**config.mk**
```make
export PLATFORM = sky130hd
export DESIGN_NAME = axis_sync_fifo
export DESIGN_NICKNAME = d
export VERILOG_FILES = /design/src/rtl/axis_fifo_pkg.sv /design/src/rtl/fifo_ram.sv /design/src/rtl/axis_sync_fifo.sv
export SDC_FILE = /design/constraint.sdc
export NUM_CORES = 1
export LEC_CHECK = 0
export ABC_AREA = 1
export CORE_MARGIN = 4
export CORE_UTILIZATION = 40
export CTS_BUF_LIST = sky130_fd_sc_hd__clkbuf_4 sky130_fd_sc_hd__clkbuf_8 sky130_fd_sc_hd__clkbuf_16
export CTS_CLUSTER_SIZE = 16
export DETAILED_ROUTE_END_ITERATION = 8
export GPL_TIMING_DRIVEN = 0
export PLACE_DENSITY = 0.59
export RECOVER_POWER = 50
export SLEW_MARGIN = 20
export SYNTH_ARGS = -nofsm -noshare
export SYNTH_HDL_FRONTEND = slang
export SYNTH_HIERARCHICAL = 1
export SYNTH_SLANG_ARGS = --single-unit
export TNS_END_PERCENT = 1
```
**constraint.sdc**
```tcl
create_clock -name clk -period 4.4 [get_ports clk]
set_clock_uncertainty 0.15 [all_clocks]
set_input_delay 0.88 -clock clk [delete_from_list [all_inputs] [get_ports clk]]
set_output_delay 0.88 -clock clk [all_outputs]
set_load 0.05 [all_outputs]
```
**src/rtl/axis_fifo_pkg.sv**
```systemverilog
// Shared sizing helpers for the single-clock AXI-Stream FIFO.
// Pointers carry one extra wrap bit above the RAM address bits.
package axis_fifo_pkg;

  function automatic int ptr_w(input int depth);
    return $clog2(depth) + 1;
  endfunction

  // Stored word is {tlast, tdata}
  function automatic int word_w(input int data_w);
    return data_w + 1;
  endfunction

  function automatic bit is_pow2(input int n);
    return (n > 0) && ((n & (n - 1)) == 0);
  endfunction

endpackage

```
**src/rtl/fifo_ram.sv**
```systemverilog
// Simple dual-port storage: synchronous write, asynchronous read.
module fifo_ram #(
  parameter int WIDTH = 9,
  parameter int DEPTH = 64
) (
  input  logic                     clk,
  input  logic                     we,
  input  logic [$clog2(DEPTH)-1:0] waddr,
  input  logic [WIDTH-1:0]         wdata,
  input  logic [$clog2(DEPTH)-1:0] raddr,
  output logic [WIDTH-1:0]         rdata
);

  logic [WIDTH-1:0] mem_q [DEPTH];

  always_ff @(posedge clk) begin
    if (we) mem_q[waddr] <= wdata;
  end

  assign rdata = mem_q[raddr];

endmodule

```
**src/rtl/axis_sync_fifo.sv**
```systemverilog
// Single-clock AXI-Stream FIFO with fill level, almost flags and optional
// store-and-forward packet mode.
module axis_sync_fifo
  import axis_fifo_pkg::*;
#(
  parameter int DATA_W     = 8,
  parameter int DEPTH      = 64,
  parameter int AFULL_THR  = 60,
  parameter int AEMPTY_THR = 4,
  parameter int PKT_MODE   = 0
) (
  input  logic                     clk,
  input  logic                     rst,
  input  logic [DATA_W-1:0]        s_axis_tdata,
  input  logic                     s_axis_tlast,
  input  logic                     s_axis_tvalid,
  output logic                     s_axis_tready,
  output logic [DATA_W-1:0]        m_axis_tdata,
  output logic                     m_axis_tlast,
  output logic                     m_axis_tvalid,
  input  logic                     m_axis_tready,
  output logic [$clog2(DEPTH):0]   level,
  output logic                     almost_full,
  output logic                     almost_empty
);

  localparam int PTR_W  = ptr_w(DEPTH);
  localparam int ADDR_W = PTR_W - 1;
  localparam int WORD_W = word_w(DATA_W);

  localparam logic [PTR_W-1:0] AFULL_L  = PTR_W'(AFULL_THR);
  localparam logic [PTR_W-1:0] AEMPTY_L = PTR_W'(AEMPTY_THR);
  localparam logic [PTR_W-1:0] ONE      = PTR_W'(1);

  if (!is_pow2(DEPTH) || DEPTH < 4) begin : g_bad_depth
    $error("axis_sync_fifo: DEPTH must be a power of 2 and at least 4");
  end
  if (!(AEMPTY_THR < AFULL_THR) || AFULL_THR > DEPTH) begin : g_bad_thr
    $error("axis_sync_fifo: need AEMPTY_THR < AFULL_THR <= DEPTH");
  end

  logic [PTR_W-1:0]  wptr_q, wptr_d;
  logic [PTR_W-1:0]  rptr_q, rptr_d;
  logic [PTR_W-1:0]  level_q, level_d;
  logic [PTR_W-1:0]  pkt_cnt_q, pkt_cnt_d;
  logic [WORD_W-1:0] rd_word;
  logic              full, empty, push, pop;

  assign full  = (wptr_q[PTR_W-1] != rptr_q[PTR_W-1]) &&
                 (wptr_q[ADDR_W-1:0] == rptr_q[ADDR_W-1:0]);
  assign empty = (wptr_q == rptr_q);

  assign s_axis_tready = !full && !rst;

  // Full override lets a packet longer than DEPTH trickle out instead of deadlocking
  assign m_axis_tvalid = (PKT_MODE != 0) ? (!empty && ((pkt_cnt_q != '0) || full))
                                         : !empty;

  assign push = s_axis_tvalid && s_axis_tready;
  assign pop  = m_axis_tvalid && m_axis_tready;

  fifo_ram #(
    .WIDTH (WORD_W),
    .DEPTH (DEPTH)
  ) u_ram (
    .clk   (clk),
    .we    (push),
    .waddr (wptr_q[ADDR_W-1:0]),
    .wdata ({s_axis_tlast, s_axis_tdata}),
    .raddr (rptr_q[ADDR_W-1:0]),
    .rdata (rd_word)
  );

  assign m_axis_tlast = rd_word[WORD_W-1];
  assign m_axis_tdata = rd_word[DATA_W-1:0];

  always_comb begin
    wptr_d    = wptr_q;
    rptr_d    = rptr_q;
    level_d   = level_q;
    pkt_cnt_d = pkt_cnt_q;
    if (push) wptr_d = wptr_q + ONE;
    if (pop)  rptr_d = rptr_q + ONE;
    case ({push, pop})
      2'b10:   level_d = level_q + ONE;
      2'b01:   level_d = level_q - ONE;
      default: level_d = level_q;
    endcase
    case ({push && s_axis_tlast, pop && m_axis_tlast})
      2'b10:   pkt_cnt_d = pkt_cnt_q + ONE;
      2'b01:   pkt_cnt_d = pkt_cnt_q - ONE;
      default: pkt_cnt_d = pkt_cnt_q;
    endcase
  end

  always_ff @(posedge clk or posedge rst) begin
    if (rst) begin
      wptr_q    <= '0;
      rptr_q    <= '0;
      level_q   <= '0;
      pkt_cnt_q <= '0;
    end else begin
      wptr_q    <= wptr_d;
      rptr_q    <= rptr_d;
      level_q   <= level_d;
      pkt_cnt_q <= pkt_cnt_d;
    end
  end

  assign level        = level_q;
  assign almost_full  = (level_q >= AFULL_L);
  assign almost_empty = (level_q <= AEMPTY_L);

endmodule

```
; After elaboration in Yosys (flattened, before gate mapping)
; Memories as Yosys holds them, arrays and structs flattened.
; Cells that the tools add are included.
[word_totals]
mem_count = 1
output_inout_bits = 20
in_bits = 13
wordCells = 26
ramBits = 576
register_bits = 21
[op_classes]
eq_ne = 5
mux = 3
reduce_logical = 8
n_addsub = 4
magnitude_cmp = 2
[memory_table]
columns = memory, depth, word_bits, rd, rd_clocked_by_memory_dff, wr, line
row1 = u_ram.mem_q, 64, 9, 1, 0, 1, fifo_ram.sv:14  ; logic [WIDTH-1:0] mem_q [DEPTH];
[op_table]
columns = op, n
row1 = $add 7x1->7 const B, 3
row2 = $pmux 7 s2, 1
row3 = $eq 7x7->1, 1
row4 = $ge 7x6->1 const B, 1
row5 = $le 7x3->1 const B, 1
row6 = $sub 7x1->7 const B, 1
row7 = $eq 6x6->1, 1
row8 = $logic_and 1x1->1, 4
row9 = $logic_not 1->1, 3
row10 = $eq 2x1->1 const B, 1
row11 = $eq 2x2->1 const B, 1
row12 = $mux 1, 2
row13 = $reduce_bool 2->1, 1
row14 = $ne 1x1->1, 1

; Longest topological paths before layout
; Gate-level depths: netlist of run 1.
[depth]
ltp_word = 7
ltp_mapped = 18
ltp_nobuf = 17

; By module
; Netlist of run 1, hierarchy kept.
[modules_own_cells]
columns = mod, instances, cells_per_inst, seq_area_each_um2, area_per_inst_um2
row1 = fifo_ram, 1, 2007, 17296.6, 23618.9
row2 = axis_sync_fifo, 1, 195, 525.5, 1495.2

; Worst setup path after synthesis of run 1
; No wires, ideal clock.
[synth_timing]
kind = reg2out
startpoint = register level_q[2] (netlist: level[2])
endpoint = output port almost_full
t_required_ps = 3370
path_stages_with_launch = 3
path_buffers = 0
arrival_time_ps = 2470
setup_slack_ps = 900
path_cell_list = dfrtp_1 -> inv_1 -> o41ai_1
[synth_via]
elab_chain_cells = 1
[synth_lines]
columns = element, line
row1 = from (decl), axis_sync_fifo.sv:44  ; logic [PTR_W-1:0] level_q, level_d;
row2 = from (signal assigned), axis_sync_fifo.sv:105  ; level_q <= level_d;
row3 = $ge 7x6->1, axis_sync_fifo.sv:111  ; assign almost_full = (level_q >= AFULL_L);
row4 = to (decl), axis_sync_fifo.sv:23  ; output logic almost_full,
; Every way passes these cells.

; Worst setup path in the final report of run 1
[layout_timing]
startpoint = input port rst
endpoint = memory u_ram.mem_q[29][5], enable pin
[layout_via]
elab_chain_cells = 5
[layout_lines]
columns = element, line
row1 = from (decl), axis_sync_fifo.sv:13  ; input logic rst,
row2 = $logic_not 1->1 (no line), -
row3 = $logic_and 1x1->1, axis_sync_fifo.sv:53  ; assign s_axis_tready = !full && !rst;
row4 = $logic_and 1x1->1, axis_sync_fifo.sv:59  ; assign push = s_axis_tvalid && s_axis_tready;
row5 = net push, axis_sync_fifo.sv:47  ; logic full, empty, push, pop;
row6 = $mux 1, fifo_ram.sv:17  ; if (we) mem_q[waddr] <= wdata;
row7 = $mux 1 (not written as such), fifo_ram.sv:17
row8 = to (decl), fifo_ram.sv:14
; The timed path passes the listed nets, and every way through them passes these cells.

==> flow_summary.yaml, run 1 <==
placed_design:
  placedCellCount: 3086
  globalplace.congestion: 0.9336
  hpwl_mm: 51.20
  placed_area_mm2: 0.02675
  place.port_buffers: 30
layout:
  mostFrequentLayoutCell: "nand2_1"
  nets: 2343
  most-common-layout-cells: "nand2_1, edfxtp_1, nand3_1"
  fin_area_mm2: 0.02883
  final_cells: 3207
  diodes: 0
  drive_above_1_share_pct: 11.90
  synthToLayoutAreaGrowth_pct: 14.79
grt:
  grt_pass1_vias: 16560
  grt-ovfl-total: 0
  grt_usage_pct: 22.82
  antenna_found_initial: 0
  grt_pass1_wl_mm: 112.2
  grt_max_degree: 65
synthesis:
  ys_types: 35
  synthCells: 2202
  seq_area_frac_synth_pct: 70.96
  synth_edf_count: 576
  yosys_warnings: 6
  yosysTopAreaCell: "edfxtp_1"
  synth-seq-cells: 597
  synth.net_count: 2224
  synth.top_cells.by_area: "edfxtp_1, nand2_1, nand3_1"
  async_flop_share_pct: 3.518
  synth_area_mm2: 0.02511
  syn_area_per_cell_um2: 11.41
  synth_top_area_share_pct: 68.87
  synth_flop_cell: "edfxtp_1"
detailed_routing:
  wire_per_inst_um: 23.91
  vias: 17540
  wl_mm: 76.69
  drc: 0
  drt_iter0_markers: 1745
  via_per_inst: 5.470
  drtPass1Iterations: 5
  ant_nets: 0
timing:
  hold_viol: 0
  worst_pin_slew_ns: 3.422
  slew_headroom_pct: -128.2
  min_period_over_period_pct: 104.0
  final_max_slew_viol_count: 512
  fin_ws_ns: -0.1781
  fin_crit_ns: 4.578
  whs_ns: 0.3897
  clock.fmax_mhz: 218.4
  setup_viol: 20
  rsz0062_at_grt: "true"
critical_path:
  worst_path_max_delay_cell: "nor2_1"
  end_kind: "flip-flop"
  critical-path-top-delay-family: "simple AND/OR/NAND/NOR gates"
  crit_buf_inv: 4
  critical_path_class: "input pin to flip-flop"
  critPathRequiredTime_ns: 4.46
  worstPathArrival_ns: 4.63
  crit_chain: "clkdlybuf4s50_1 -> inv_2 -> nand3_4 -> inv_1 -> clkbuf_1 -> nand4_1 -> nor2_1"
  max_stage_delay_ns: 1.25
  cp-start-kind: "input pin"
  path_max_fanout: 30
clocking:
  clk_pin_slew_ns: 0.05
  cts_root_buf: "clkbuf_16"
  h-tree-depth: 3
  cts_sinks: 597
  cts_hold_buffers: 0
  clockBufferDepth: 3
  cts_tree: "done"
  clkLatencyLatePin_ns: 0.61
  cts_made_buffers: 66
power:
  p_int_mw: 11.63
  seqPwrFrac_pct: 33.6
  p_sw_mw: 7.675
  leakagePower_nw: 10.59
  p_per_area_mw_per_mm2: 669.7
  peakVddDrop_uv: 380.3
  comb_power_share_pct: 38.0
  swShare_pct: 39.75
  p_total_mw: 19.31
  clockPowerShare_pct: 28.3
floorplanning:
  die_area_mm2: 0.06686
  die_width_um: 258.6
  rows: 91
  io_pins: 33
  start_util_pct: 40.55
  core-area_mm2: 0.06194
  die_h_um: 258.6
run:
  drv_cap: 10
min_path:
  hp-class: "flip-flop to flip-flop"
status:
  outcome: "finished with violations"
  violations: "capacitance limit, slew limit, setup timing"
==> metal layers <==
| metal | GRT usage (%) | part of all wire, % |
|---|---|---|
| met5 | 0 | 0 |
| met4 | 7.076 | 3.0 |
| met3 | 4.339 | 8.5 |
| met2 | 36.44 | 47 |
| met1 | 31.93 | 42 |
==> timing repair <==
action / CTS / global route
resized for setup: 25 / 36
hold endpoints to repair: 0 / 0
setup buffers: 0 / 4
setup endpoints to repair: 54 / 239
pin swaps: 0 / 1
==> worst register-to-register path: stages, from the launching register on <==
cell and delay [ns]:
dfrtp_1 0.59, xor2_1 0.27, nor2_4 0.08, nand4_4 0.13, nand3_4 0.17, inv_1 0.12
clkbuf_1 0.32, nand4_1 0.86, nor2_1 1.26
==> synthesized netlist by cell type (all sizes together) (3+ instances only) <==
cell      n
nand4    19
nand3   514
dfrtp    21
clkinv    3
xnor2     3
nand2   793
ha        8
xor2     11
a21oi     3
clkbuf   25
nor4      8
nor2     65
edfxtp  576
o21ai     6
inv      37
buf     103
==> final timing paths <==
kind / end / from / slack (ns) / depth (start not counted)
setup / recovery: u_ram/mem_q[29][5]$_DFFE_PP_ / rst / -0.18 / 7
hold / removal: level[0]$_DFFE_PP0P_ / level[0]$_DFFE_PP0P_ / 0.39 / 1
setup reg to reg: u_ram/mem_q[29][5]$_DFFE_PP_ / wptr_q[3]$_DFFE_PP0P_ / 0.05 / 8
hold reg to reg: level[0]$_DFFE_PP0P_ / level[0]$_DFFE_PP0P_ / 0.39 / 1
max in group asynchronous: rptr_q[0]$_DFFE_PP0P_ / rst / 3.10 / 2
min in group asynchronous: level[4]$_DFFE_PP0P_ / rst / 0.57 / 2
==> metrics by stage <==
step / setup WS (ns) / setup TNS (ns) / util, %
after floorplan: 0.9001 / 0 / -
after global placement: -1.177 / -227.62 / 42.72
after detailed placement: -0.7022 / -190.17 / 43.19
after CTS: -0.02209 / -0.2488 / 46.71
after global routing: -0.2710 / -11.51 / 46.54
final: -0.1781 / -1.969 / 46.54
==> power groups by stage <==
stage	combinational, mW	clock, mW	sequential (mW)
final	7.34	5.47	6.49
after global routing	7.91	5.81	6.51
after CTS	7.26	5.57	6.48
after detailed placement	7.29	0	6.60
after global placement	7.19	0	6.61
after floorplan	4.46	0	6.67
==> final cells by class <==
type,instances,area (µm²)
Tap cell,837,1047
Clock inverter,30,314.1
Clock buffer,87,1851
Sequential cell,597,17820
Multi-Input combinational cell,1437,6494
Fill cell,5686,33110
Buffer,128,797.0
Inverter,40,161.4
Timing Repair Buffer,51,342.8
==> flip-flops by register name, summed over array words and instances (netlist names) <==
signal / flops
level: 7
rptr_q: 7
wptr_q: 7
u_ram/mem_q: 576
==> cell families (layout without fill, tap and decap cells) <==
| group | count (synthesis) | in the layout | share of synthesized area, % |
|---|---|---|---|
| compound gates | 12 | 12 | 0.2691 |
| xor+xnor | 14 | 14 | 0.4883 |
| fa+ha+maj | 9 | 9 | 0.4783 |
| buf+inv | 168 | 336 | 3.717 |
| flops | 597 | 597 | 70.96 |
| simple gates | 1402 | 1402 | 24.08 |
Note: power is estimated with default switching activity, not from simulation.
==> run 2, diff against run 1 <==
--- a/config.mk
+++ b/config.mk
@@ -6,6 +6,7 @@
 export NUM_CORES = 1
 export LEC_CHECK = 0
 export ABC_AREA = 1
+export CORE_ASPECT_RATIO = 0.7
 export CORE_MARGIN = 4
 export CORE_UTILIZATION = 40
 export CTS_BUF_LIST = sky130_fd_sc_hd__clkbuf_4 sky130_fd_sc_hd__clkbuf_8 sky130_fd_sc_hd__clkbuf_16
==> run 2 against run 1 <==
The flow finishes with violations (capacitance limit, slew limit). Cell area shrank 1.2%. Die area is essentially flat. Setup slack gained 0.24 ns. Count of clock-buffer cells in the layout shrank 15. First-iteration DRC count grew 39%. Core utilization shrank 0.46 points. Critical path depth grew 5. Maximum frequency grew 5.5%. Non-clock buffer count grew 2. Sequential cell count is the same. Clock power shrank 8.2%. Final cell count shrank 0.90%. Highest routed layer unchanged.
==> flow_summary.yaml, run 2 (same netlist as run 1, synthesis figures left out) <==
status:
  outcome: "finished with violations"
  violations: "capacitance limit, slew limit"
floorplanning:
  io_pins: 33
  core-area_mm2: 0.06181
  die_width_um: 307.5
  die_area_mm2: 0.06692
  start_util_pct: 40.63
  rows: 76
  die_h_um: 217.6
min_path:
  hp-class: "flip-flop to flip-flop"
power:
  p_total_mw: 19.07
  p_per_area_mw_per_mm2: 669.7
  leakagePower_nw: 10.48
  peakVddDrop_uv: 658.1
clocking:
  h-tree-depth: 2
  cts_hold_buffers: 0
  cts_made_buffers: 58
  clk_pin_slew_ns: 0.07
  cts_setup_buffers: 0
  cts_tree: "done"
  clkLatencyLatePin_ns: 0.62
  cts_sinks: 597
  clockBufferDepth: 3
  cts_root_buf: "clkbuf_16"
layout:
  final_cells: 3178
  fin_area_mm2: 0.02848
  nets: 2337
  drive_above_1_share_pct: 10.89
  largest-register: "u_ram/mem_q"
  synthToLayoutAreaGrowth_pct: 13.41
  fillers: 5602
  largest_reg_flops: 576
  diodes: 0
  mostFrequentLayoutCell: "nand2_1"
  most-common-layout-cells: "nand2_1, edfxtp_1, nand3_1"
timing:
  setup_viol: 0
  setup_tns_ns: 0
  hold_viol: 0
  rsz0062_at_grt: "false"
  clock.fmax_mhz: 230.4
  fin_crit_ns: 4.340
  fin_ws_ns: 0.06049
  min_period_over_period_pct: 98.63
  worst_pin_slew_ns: 3.105
  final_max_slew_viol_count: 567
  slew_headroom_pct: -107.0
detailed_routing:
  drtPass1Iterations: 6
  via_per_inst: 5.618
  wire_per_inst_um: 24.49
  drc: 0
  wl_mm: 77.83
  ant_nets: 0
  drt_iter0_markers: 2434
  vias: 17850
placed_design:
  placed_area_mm2: 0.02672
  globalplace.congestion: 0.9446
  place.port_buffers: 30
  place_ws_ns: -0.4427
  placedCellCount: 3074
  hpwl_mm: 53.15
grt:
  grt-ovfl-total: 0
  grt_pass1_vias: 16560
  grt_usage_pct: 23.00
  grt_pass1_wl_mm: 112.4
  antenna_found_initial: 2
  grt_max_degree: 65
critical_path:
  end_kind: "primary output"
  cp-start-kind: "flip-flop"
  path_max_fanout: 10
  critPathRequiredTime_ns: 3.37
  worstPathArrival_ns: 3.31
  critical_path_class: "flip-flop to primary output"
run:
  drv_cap: 14
[run 2: cell types whose count changed in the layout (fill, tap and decap cells not counted), moves of 4 or more]
cell / previous run / this run
buf_2: 56 / 61
dlygate4sd2_1: 4 / 0
clkbuf_2: 17 / 10
clkinv_2: 7 / 11
nor2_2: 26 / 7
buf_4: 25 / 21
clkbuf_4: 18 / 24
clkbuf_16: 68 / 58
nor2_1: 35 / 57
[run 2: power by group]
| part | switching [mW] | internal [mW] | total (mW) |
|---|---|---|---|
| Sequential | 0.114 | 6.37 | 6.48 |
| Combinational | 5.53 | 2.04 | 7.57 |
| Clock | 2.20 | 2.82 | 5.02 |
[run 2: stage by stage]
stage,utilization [%],hold WS (ns)
after floorplan,-,0.3499
after detailed placement,43.22,0.3851
after global routing,46.08,0.4101
after global placement,42.78,0.3752
final,46.08,0.3843
after CTS,46.36,0.3942
[run 2: what timing repair did]
| item | 4_1_cts | 5_1_grt |
|---|---|---|
| resized for setup | 47 | 35 |
| endpoints found under the hold margin | 0 | 0 |
| setup endpoints to repair | 9 | 8 |
[run 2: layer usage]
metal,wire length (µm),GRT usage (%)
met4,1913,5.839
met3,9994,7.786
met1,34010,34.07
met5,0,0
met2,31920,32.48
[run 2: final timing paths]
kind / slack, ns / from / end / cells past startpoint
worst min-delay path: 0.38 / level[0]$_DFFE_PP0P_ / level[0]$_DFFE_PP0P_ / 1
worst max-delay path: 0.06 / rptr_q[1]$_DFFE_PP0P_ / m_axis_tdata[0] / 12
max in group asynchronous: 3.18 / rst / rptr_q[2]$_DFFE_PP0P_ / 2
min in group asynchronous: 0.51 / rst / level[2]$_DFFE_PP0P_ / 2
worst min register to register: 0.38 / level[0]$_DFFE_PP0P_ / level[0]$_DFFE_PP0P_ / 1
worst max register to register: 0.23 / wptr_q[3]$_DFFE_PP0P_ / u_ram/mem_q[62][2]$_DFFE_PP_ / 8
[run 2: worst max-delay path, cell delays in order (launching register included)]
cell	delay [ns]
dfrtp_1	0.46
buf_6	0.20
inv_4	0.16
buf_4	0.30
buf_2	0.36
nand3_1	0.12
nand3_1	0.15
nand2_1	0.12
nand2_1	0.12
nand3_1	0.09
nand3_1	0.12
nand2_1	0.13
clkdlybuf4s18_2	0.36
[run 2: layout make-up]
type                            instances  area, µm²  area share [%]
Tap cell                              819       1025           3.598
Buffer                                128      825.8           2.899
Multi-Input combinational cell       1437       6411           22.51
Sequential cell                       597      17820           62.58
Clock buffer                           72       1556           5.465
Clock inverter                         32      332.8           1.169
Timing Repair Buffer                   53      350.3           1.230
Inverter                               40      157.7          0.5535
==> RTL edit 1 (flow settings as in run 2) <==
Set the parameter `DATA_W` to 10 (it was 8).
--- a/src/rtl/axis_sync_fifo.sv
+++ b/src/rtl/axis_sync_fifo.sv
@@ -5,3 +5,3 @@
 #(
-  parameter int DATA_W     = 8,
+  parameter int DATA_W     = 10,
   parameter int DEPTH      = 64,
Ports: changed (resized m_axis_tdata and s_axis_tdata); port bits go from 33 to 37. No check against the original RTL was run, so the function may have changed too.
==> RTL edit 1 against run 2 <==
- the run ends with max-capacitance violations, max-slew violations, negative setup slack left
- power increased by 20%
- combinational power increased by 19%
- area after synthesis increased by 20%
- final area increased by 20%
- non-clock buffer count increased by 38
- via count increased by 19%
- sequential cell count increased by 128
- fmax decreased by 3.5%
- hold slack about the same
- die area increased by 19%
- setup slack got worse by 160 ps
- largest power group unchanged
- wire length increased by 20%
==> RTL edit 1: results (changes against run 2) <==
Run status
  – Run status: finished with violations
  – Failing checks: max-capacitance violations, max-slew violations, negative setup slack

Final layout
  – Filler cells: 6678 (+19%)
  – Final non-filler cell total: 3794 (+19%)
  – Share of cells above drive strength 1: 12.2% (+1.3 points)
  – Max reg flops: 704 (+22%)
  – Layout Nets: 2787 (+19%)
  – ANT cells: 0 (unchanged)
  – Most flop-heavy register: u_ram/mem_q

Timing
  – Max-slew violations: 583 (+2.8%)
  – PnR worst setup slack: -95.3 ps (-156 ps)
  – Setup TNS: -135 ps (-135 ps)
  – Final setup violation count: 7 (+7)
  – Slew Limit Headroom: -127% (-20 points)

Yosys
  – Post-synth top flop: edfxtp_1
  – Register area share after synthesis: 72.0% (+1.0 points)
  – Syn. warnings: 6 (unchanged)
  – Asr flop ratio synth: 2.90% (-0.62 points)
  – Syn Nets: 2654 (+19%)
  – Number of synthesized flops with an enable pin: 704 (+22%)
  – Top post-synthesis cells by count: nand2_1, edfxtp_1, nand3_1
  – Post-synth cell types: 33 (-5.7%)
  – Avg Inst Size Synth: 11.4 um^2 (+0.35%)
  – Top cells by area, synth: edfxtp_1, nand2_1, nand3_1, dfrtp_1, buf_2

Setup path
  – Crit path DAT: 3470 ps (+160 ps)
  – CP Max Fanout: 10 (unchanged)

CTS
  – Clk_lat worst skew: 620 ps (about the same)
  – Root buffer cell: clkbuf_16
  – CTS Buf Count: 70 (+21%)
  – Post-CTS Setup Bufs: 0 (unchanged)
  – Cts repair resizes: 82 (+74%)
  – Clock-pin slew on the worst setup and hold paths: 60 ps
  – Clock tree buffer depth: 3 (unchanged)
  – # H-tree levels: 3 (+1)

Power and ir drop
  – Clk power: 6110 uW (+22%)
  – NetSw: 9400 uW (+20%)
  – Worst VDD drop: 916 uV (+39%)
  – LEAKAGE: 0.0125 uW (+20%)
  – Sequential group share of total power: 34.2% (+0.2 points)
  – Switching Share: 40.9% (-0.23 points)

Drt
  – DRT Pass-1 Iters: 6 (unchanged)
  – Initial DRC Count: 2904 (+19%)
  – Wire length per cell: 24.7 um (+0.72%)
  – Vias/cell: 5.61 (-0.19%)

Global route
  – Initial antenna violation count: 5 (+3)
  – Vias in the first global route: 20000 (+21%)
  – Pin count of the biggest net entering global routing: 57 (-12%)
  – Total Routing Usage GR: 23.3% (+0.26 points)
  – First-pass GRT wire length: 135000 um (+20%)

Placed design
  – Post-Place Worst Slack: -745 ps (-302 ps)
  – Dpl cells: 3666 (+19%)
  – Port Buffers: 34 (+13%)
  – Placed cell areas: 32100 um^2 (+20%)
  – RD Place Congestion: 0.983 (+4.0%)
  – Post-DP HPWL: 64100 um (+21%)

Run
  – Max-cap viol count: 13 (-1)

Worst hold path
  – Worst min path class: flop to flop
==> RTL edit 1: cell type report <==
type	count	area [um^2]	share of cell area (%)
Sequential cell	725	21700	63.1
Multi-Input combinational cell	1707	7710	22.5
Clock buffer	91	1970	5.74
Tap cell	977	1220	3.56
Buffer	158	883	2.57
Timing Repair Buffer	61	384	1.12
Clock inverter	35	327	0.952
Inverter	40	153	0.445
==> RTL edit 1: path summary, 6_finish.rpt <==
kind	from	to	slack (ps)	cells after the start
setup / recovery	rptr_q[0]	m_axis_tdata[4]	-100	12
hold / removal	level[0]	level[0]	380	1
setup reg to reg	rptr_q[4]	u_ram/mem_q[31][3]	70	10
hold reg to reg	level[0]	level[0]	380	1
max in group asynchronous	rst	rptr_q[0]	3130	2
min in group asynchronous	rst	rptr_q[5]	520	2
==> RTL edit 1: worst max-delay path: stages (launching register included) <==
cell and delay, ps:
dfrtp_2 470, inv_4 180, buf_4 300, clkbuf_4 290, nand2_1 80, nand3_1 80, nand3_1 250, nand2_1 160
nand2_1 70, nand3_1 100, nand3_1 260, nand2_1 280, buf_2 300
==> RTL edit 1: layer usage <==
layer	GRT usage [%]	up-vias	share of wire, %	routed length [um]
met3	8.24	152	13	12200
met2	32.1	1130	40	37800
li1	-	9491	-	-
met4	6.48	0	2.5	2330
met5	0	-	0	0
met1	34.6	10500	44	41300
==> RTL edit 1: logic make-up (layout without fill, tap and decap cells) <==
logic type | after synthesis | after routing | synth area share, %
DFF | 725 | 725 | 72.0
and+or+nand+nor | 1672 | 1672 | 23.9
buffers and inverters | 198 | 385 | 3.08
xor gates and xnor gates | 14 | 14 | 0.407
adders and majority gates | 9 | 9 | 0.399
AOI/OAI and AO/OA | 12 | 12 | 0.224
==> RTL edit 2 (settings of run 2) <==
Made on the original files. Register the output `level` once more, cleared by the reset; this adds one clock of latency there. The other outputs are not delayed to match.
--- a/src/rtl/axis_sync_fifo.sv
+++ b/src/rtl/axis_sync_fifo.sv
@@ -109,3 +109,9 @@
 
-  assign level        = level_q;
+  always_ff @(posedge clk or posedge rst) begin
+    if (rst) begin
+      level <= '0;
+    end else begin
+      level <= level_q;
+    end
+  end
   assign almost_full  = (level_q >= AFULL_L);
Check against the original RTL: not equivalent (Yosys sat finds a counterexample within 4 cycles, from zero or initial values and one cycle with rst high).
==> RTL edit 2 against run 2 <==
- clock power shrank 0.8%
- final area grew 0.58%
- critical path type unchanged
- highest routed layer unchanged
- hold slack lost 120 ps
- power grew 0.19%
- sequential share of layout area grew 0.25 points
- the flow finishes with violations (max-capacitance violations, max-slew violations, negative setup slack)
- sequential cell count grew 7
- area after synthesis grew 0.67%
- critical path depth shrank 2
- first-iteration DRC count shrank 6.1%
- setup slack lost 110 ps
- wire length shrank 0.21%
- global-route usage shrank 0.086 points
==> RTL edit 2: results (changes against run 2) <==
Yosys
  – Register area share after synthesis: 71.2% (+0.22 points)
  – Syn Nets: 2234 (+0.45%)
  – Asr flop ratio synth: 4.64% (+1.1 points)
  – Top post-synthesis cells by count: nand2_1, edfxtp_1, nand3_1

Final layout
  – Share of cells above drive strength 1: 10.4% (-0.52 points)
  – Data buffer area share: 4.06% (-0.067 points)
  – Filler cells: 5628 (+0.46%)
  – Inverters: 42 (+5.0%)
  – Seq area share: 62.8% (+0.25 points)
  – Multi-input logic area: 6400 um^2 (-0.12%)
  – Layout Nets: 2347 (+0.43%)

Timing
  – Final setup violation count: 2 (+2)
  – PnR worst setup slack: -48.2 ps (-109 ps)
  – Max-slew violations: 521 (-8.1%)

Setup path
  – Critical Path Slowest Stage Cell: clkdlybuf4s15_2
  – Critical path's largest stage delay: 420 ps (-40 ps)
  – Crit path DAT: 3420 ps (+110 ps)

Run status
  – Run status: finished with violations
  – Failing checks: max-capacitance violations, max-slew violations, negative setup slack

Drt
  – Metal2 WL: 31800 um (-0.23%)
  – Initial DRC Count: 2285 (-6.1%)
  – Met3 wire len: 9670 um (-3.3%)

Global route
  – Total Routing Usage GR: 22.9% (-0.086 points)
  – Initial antenna violation count: 0 (-2)

CTS
  – Cts repair resizes: 36 (-23%)

Placed design
  – Dpl cells: 3084 (+0.33%)
  – RD Place Congestion: 0.956 (+1.2%)

Run
  – Max-cap viol count: 11 (-3)
-- RTL edit 2: changes by cell type after synthesis, sizes merged --
cell    change
nand3b      -1
inv         +2
buf         -1
nand4       -1
nand3       -1
dfrtp       +7
nor2        +2
clkbuf      +1
xor2        -1
a21oi       +4
o21ai       -1
-- RTL edit 2: report_power, final --
part	total, uW	leakage (uW)	switching (uW)	internal [uW]
Sequential	6600	0.00553	128	6470
Combinational	7530	0.00410	5530	2000
Clock	4980	0.000951	2150	2840
Total	19100	0.0106	7810	11300
-- RTL edit 2: final timing paths --
check	startpoint	endpoint	slack, ps	cells past startpoint
max reg2reg	wptr_q[3]	u_ram/mem_q[29][1]	240	8
min	level_q[3]	level[3]	260	0
max	rptr_q[2]	m_axis_tdata[1]	-50	10
min reg2reg	level_q[3]	level[3]	260	0
min in group asynchronous	rst	level[1]	780	3
max in group asynchronous	rst	level[4]	1770	4
